`config.mk`:
```
export PLATFORM = sky130hd
export DESIGN_NAME = return_addr_stack
export DESIGN_NICKNAME = d
export VERILOG_FILES = /design/src/rtl/return_addr_stack.sv
export SDC_FILE = /design/constraint.sdc
export NUM_CORES = 1
export LEC_CHECK = 0
export CAP_MARGIN = 25
export CORE_MARGIN = 1.5
export CORE_UTILIZATION = 25
export CTS_CLUSTER_SIZE = 40
export DETAILED_ROUTE_END_ITERATION = 16
export REMOVE_ABC_BUFFERS = 1
export SKIP_LAST_GASP = 1
export SLEW_MARGIN = 20
export SYNTH_ARGS = -nofsm -noshare
export SYNTH_HDL_FRONTEND = slang
export SYNTH_SLANG_ARGS = --single-unit
```
`constraint.sdc`:
```
create_clock -name clk -period 5.6 [get_ports clk]
set_input_delay 1.12 -clock clk [delete_from_list [all_inputs] [get_ports clk]]
set_output_delay 1.12 -clock clk [all_outputs]
set_load 0.01 [all_outputs]
```
`src/rtl/return_addr_stack.sv`:
```
`default_nettype none
// ============================================================================
// Module      : return_addr_stack
// Description : Hardware call/return address stack. A push stores a return
//               PC, a pop consumes the current top-of-stack. All requests are
//               qualified by hold (pipeline stall). Sticky overflow/underflow
//               flags record illegal accesses until err_clr.
//               Optional build macro RAS_CIRCULAR_EN turns the storage into a
//               circular buffer so a push while full overwrites the oldest
//               entry instead of being dropped.
// Revision    : 1.0 - initial release
// ============================================================================
module return_addr_stack #(
    parameter int ADDR_W = 12,
    parameter int DEPTH  = 8,
    parameter int PTR_W  = 3
) (
    input  logic              clk,
    input  logic              reset,
    input  logic              hold,
    input  logic              push,
    input  logic              pop,
    input  logic [ADDR_W-1:0] push_data,
    input  logic              err_clr,
    output logic [ADDR_W-1:0] top,
    output logic [PTR_W:0]    count,
    output logic              empty,
    output logic              full,
    output logic              overflow,
    output logic              underflow
);

    localparam logic [PTR_W:0] c_full_cnt = (PTR_W+1)'(DEPTH);

    logic [ADDR_W-1:0] r_mem [DEPTH];
    logic [PTR_W:0]    r_count;
    logic [ADDR_W-1:0] r_top;
    logic              r_ovf;
    logic              r_unf;

    logic [PTR_W-1:0]  w_base;
    logic [PTR_W-1:0]  w_cnt_lo;
    logic [PTR_W-1:0]  w_top_idx;
    logic [PTR_W-1:0]  w_rd_idx;
    logic              w_p;
    logic              w_q;
    logic              w_empty;
    logic              w_full;

    logic [PTR_W:0]    w_count_nxt;
    logic [ADDR_W-1:0] w_top_nxt;
    logic              w_wr_en;
    logic [PTR_W-1:0]  w_wr_idx;
    logic              w_ovf_set;
    logic              w_unf_set;

`ifdef RAS_CIRCULAR_EN
    logic [PTR_W-1:0]  r_base;
    logic [PTR_W-1:0]  w_base_nxt;
    assign w_base = r_base;
`else
    assign w_base = '0;
`endif

    // Stall qualification and derived indices; all indices are relative to
    // the oldest entry and wrap modulo DEPTH through PTR_W-bit arithmetic.
    assign w_p       = push & ~hold;
    assign w_q       = pop  & ~hold;
    assign w_empty   = (r_count == '0);
    assign w_full    = (r_count == c_full_cnt);
    assign w_cnt_lo  = r_count[PTR_W-1:0];
    assign w_top_idx = w_base + w_cnt_lo - PTR_W'(1);
    assign w_rd_idx  = w_base + w_cnt_lo - PTR_W'(2);

    // Next-state decode for push / pop / replace and error detection.
    always_comb begin
        w_count_nxt = r_count;
        w_top_nxt   = r_top;
        w_wr_en     = 1'b0;
        w_wr_idx    = w_base + w_cnt_lo;
        w_ovf_set   = 1'b0;
        w_unf_set   = 1'b0;
`ifdef RAS_CIRCULAR_EN
        w_base_nxt  = r_base;
`endif
        if (w_p && w_q) begin
            if (w_empty) begin
                // Pop of an empty stack is flagged, the push still lands.
                w_wr_en     = 1'b1;
                w_wr_idx    = w_base;
                w_count_nxt = (PTR_W+1)'(1);
                w_top_nxt   = push_data;
                w_unf_set   = 1'b1;
            end else begin
                // Replace top in place; never an overflow, even when full.
                w_wr_en   = 1'b1;
                w_wr_idx  = w_top_idx;
                w_top_nxt = push_data;
            end
        end else if (w_p) begin
            if (!w_full) begin
                w_wr_en     = 1'b1;
                w_wr_idx    = w_base + w_cnt_lo;
                w_count_nxt = r_count + (PTR_W+1)'(1);
                w_top_nxt   = push_data;
            end else begin
                w_ovf_set = 1'b1;
`ifdef RAS_CIRCULAR_EN
                // Oldest slot becomes the newest; count stays at DEPTH.
                w_wr_en    = 1'b1;
                w_wr_idx   = r_base;
                w_base_nxt = r_base + PTR_W'(1);
                w_top_nxt  = push_data;
`endif
            end
        end else if (w_q) begin
            if (w_empty) begin
                w_unf_set = 1'b1;
            end else if (r_count == (PTR_W+1)'(1)) begin
                w_count_nxt = '0;
                w_top_nxt   = '0;
            end else begin
                w_count_nxt = r_count - (PTR_W+1)'(1);
                w_top_nxt   = r_mem[w_rd_idx];
            end
        end
    end

    // Control state: occupancy, registered top and sticky error flags.
    always_ff @(posedge clk or posedge reset) begin
        if (reset) begin
            r_count <= '0;
            r_top   <= '0;
            r_ovf   <= 1'b0;
            r_unf   <= 1'b0;
        end else begin
            r_count <= w_count_nxt;
            r_top   <= w_top_nxt;
            r_ovf   <= w_ovf_set | (r_ovf & ~err_clr);
            r_unf   <= w_unf_set | (r_unf & ~err_clr);
        end
    end

`ifdef RAS_CIRCULAR_EN
    // Base pointer of the circular buffer (index of the oldest entry).
    always_ff @(posedge clk or posedge reset) begin
        if (reset) begin
            r_base <= '0;
        end else begin
            r_base <= w_base_nxt;
        end
    end
`endif

    // Storage array; contents are never observable while empty, so no reset.
    always_ff @(posedge clk) begin
        if (w_wr_en) begin
            r_mem[w_wr_idx] <= push_data;
        end
    end

    assign top       = r_top;
    assign count     = r_count;
    assign empty     = w_empty;
    assign full      = w_full;
    assign overflow  = r_ovf;
    assign underflow = r_unf;

endmodule
`default_nettype wire
```
==> impl_results.md <==
- Routability cong.: 0.8162
- Crit path arrival time: 3.03 ns
- Clock Sinks: 114
- Commonest cells in the netlist: edfxtp_1, dfrtp_1, mux4_1, nor2_1, a21oi_1
- Post-CTS sizing: 0
- Avg WL per Cell: around 19 µm
- Int Pwr: 2.328 mW
- R2r setup slk: 2.05 ns
- # diodes: 0
- Post-route setup TNS: 0 ns
- Worst setup SP type: register
- Layout cell share with drive strength beyond 1: about 20%
- Clock Tree Root: clkbuf_16
- Vias per Instance: 4.637
- Uppermost layer routed: met4
- Clock power share: between 30% and 40%
- Pin count of the biggest net entering global routing: 36
- Worst Path Max Fanout: 17
- Net Switching: about 1 mW
- Logic pwr share: 32.9%
- First-pass GRT wire length: between 15,000 and 20,000 µm
- VDD IR max: 246.1 µV
- Count leader, synth: edfxtp_1
- Vias in the first global route: 2,775
- Max-slew violation count: 0
- Met3 Wirelength: between 300 and 400 µm
- Vias: between 2,000 and 3,000
- Post-CTS Setup Bufs: 0
- Asr flop ratio synth: 15.79%
- PortBufs: 37
- Sequential share of the synthesized area: 69.28%
- Die Wd: between 100 and 150 µm
- #FFs+latches synth: about 110
- Syn_area_per_cell: 17.82 µm²
- DR iter-0 viols: about 140
- Area growth syn-to-layout: 28.76%
- CTS Hold Bufs: 0
- Most used flip-flop cell after synthesis: edfxtp_1
- Metal-1 WL: 4851 µm
- WL met2: 5200 µm
- Synth area leaders: edfxtp_1, mux4_1, dfrtp_1
- Grt ovf: 0
- Least-Margin Pin Slew: 0.9806 ns
- # rows: 50
- Setup Viol. Count Final: 0
- Top-level port count: 38
- Max clock buf depth: 2
- CTS tree: yes
- Final period utilization: 74.07%
- First-pass iteration count of the detailed router: 4
- Fillers: ~1,800
- Min Tclk post-route: 4.148 ns
- Post-synthesis adder-cell area fraction: 1.560%
- YS warnings: 0
- Later-pin clock latency in the skew report: 0.41 ns
- # DRC: 0
- Die area: 0.02008 mm²
- Initial Utilization: 25.63%
- Rel. slew slack: 34.07%
- Max frequency: ~0.24 GHz
- Gate Count Post-Synth: 270
- Gr usage total: 11.08%
- Req. time, crit path: 4.48 ns
- CTS clk-pin slew, worst paths: 0.05 ns
- Multi-input gate area: 0.001441 mm²
- Final hold violation count: 0
- Register area: 0.003333 mm²
- Core area: ~0.019 mm²
- Setup crit end kind: output pin
- Initial antenna violation count: 0
- Mux contribution to synthesized area: roughly 16%
- Unrepaired setup endpoints after global routing: false
- Pwr dens: 533.8 mW/mm²
- Dpl hpwl: 6601 µm
- Number of H-tree levels: 4
- Sw Share: 29.61%
- Synth Area in Simple Gates: under 10%
- Sequential fraction of design power: 33.1%
- EDFF count, synth: 96
- Status: finished clean
- Xor/xnor share of the synthesized area: 0.1821%
- Routed Antenna Nets: 0
- Post-layout util: 33.01%
- Synth Area in Compound Gates: 6.320%
- Largest family of logic cells by synthesized area: multiplexers
- Top-area cell type share of the netlist area: 59.92%
- Leak pwr: 2.115 nW
- Synthesized area: 0.004811 mm²
- Cell accounting for the most synthesized area: edfxtp_1
- Type of the worst setup path: reg2out
- Nets: 342
- Cell variety after synth: 38
- Die Y: 141.7 µm
- Hold Path Class: reg2reg
- Total Wirelength: around 11,000 µm
- Layout Skew: 0.008687 ns
- Max-cap violations: 0
- TritonCTS buffer count: 17
cell families (layout without fill, tap and decap cells):
| family | after synthesis | after routing |
|---|---|---|
| DFF | 114 | 114 |
| and+or+nand+nor | 41 | 41 |
| xor gates and xnor gates | 1 | 1 |
| adders and majority gates | 6 | 6 |
| AOI/OAI and AO/OA | 47 | 47 |
| muxes | 37 | 37 |
| buffers and inverters | 24 | 85 |
power by group through the flow:
stage / Sequential (mW) / Clock (mW) / Combinational (mW)
floorplan: 1.16 / 0 / 0.584
global placement: 1.11 / 0 / 1.02
detailed placement: 1.11 / 0 / 1.04
CTS: 1.10 / 1.14 / 1.05
global route: 1.11 / 1.17 / 1.18
finish: 1.09 / 1.12 / 1.09
per-stage QoR:
step                cells  hold WS [ns]  power, mW  worst slack [ns]  instance area, µm²
finish                565        0.5230      3.307             1.452                6195
global route          565        0.5598      3.460             1.285                6195
CTS                   561        0.5305      3.285             1.452                6093
detailed placement    529        0.5199      2.153             1.278                5478
global placement      527        0.5153      2.135             1.450                5455
floorplan             253        0.5489      1.747             1.480                4712
worst paths after layout:
check	start	end	cells after the start
max	count[1]$_DFFE_PP0P_	empty	4
min in group asynchronous	reset	top[5]$_DFFE_PP0P_	2
min	top[9]$_DFFE_PP0P_	top[9]$_DFFE_PP0P_	2
max reg2reg	count[1]$_DFFE_PP0P_	r_mem[0][6]$_DFFE_PP_	7
min reg2reg	top[9]$_DFFE_PP0P_	top[9]$_DFFE_PP0P_	2
max in group asynchronous	reset	count[1]$_DFFE_PP0P_	3
area by class of cell:
| type | instances | area share, % |
|---|---|---|
| clock buffer | 19 | 6.988 |
| clock inverter | 13 | 2.949 |
| inverter | 7 | 0.4242 |
| multi-input combinational | 132 | 23.27 |
| sequential | 114 | 53.81 |
| tap | 234 | 4.726 |
| timing repair buffer | 46 | 7.837 |
sequential cells by signal, summed over array words and instances, names as in the netlist:
signal and count:
count 4, overflow 1, r_mem 96, top 12
underflow 1
worst max-delay path, cell delays in order (launching register included):
cell	delay (ns)
dfrtp_1	0.43
inv_1	0.60
ha_1	0.44
nor3b_2	0.51
clkdlybuf4s50_1	0.64
routing by layer:
| layer | up-vias | track usage (%) |
|---|---|---|
| met3 | 14 | 3.004 |
| met4 | 0 | 3.798 |
| met1 | 1348 | 13.90 |
| li1 | 1194 | - |
| met5 | - | 0 |
| met2 | 64 | 18.49 |
cell usage in the layout (no fill, tap or decap), drive strengths merged, types with 2 or more instances in the layout:
cell type,Yosys,routed
o21a,3,3
o21ai,9,9
clkdlybuf4s50,0,37
a21oi,13,13
nand2,3,3
dfrtp,18,18
a22oi,12,12
clkbuf,4,19
nor2,16,16
mux4,24,24
o211ai,2,2
mux2,12,12
bufinv,0,4
clkinvlp,0,2
nor3b,3,3
inv,7,10
nor3,11,11
edfxtp,96,96
nand3b,2,2
ha,6,6
o31ai,2,2
buf,13,9
clkinv,0,4
Power figures use the tool's default switching activity.
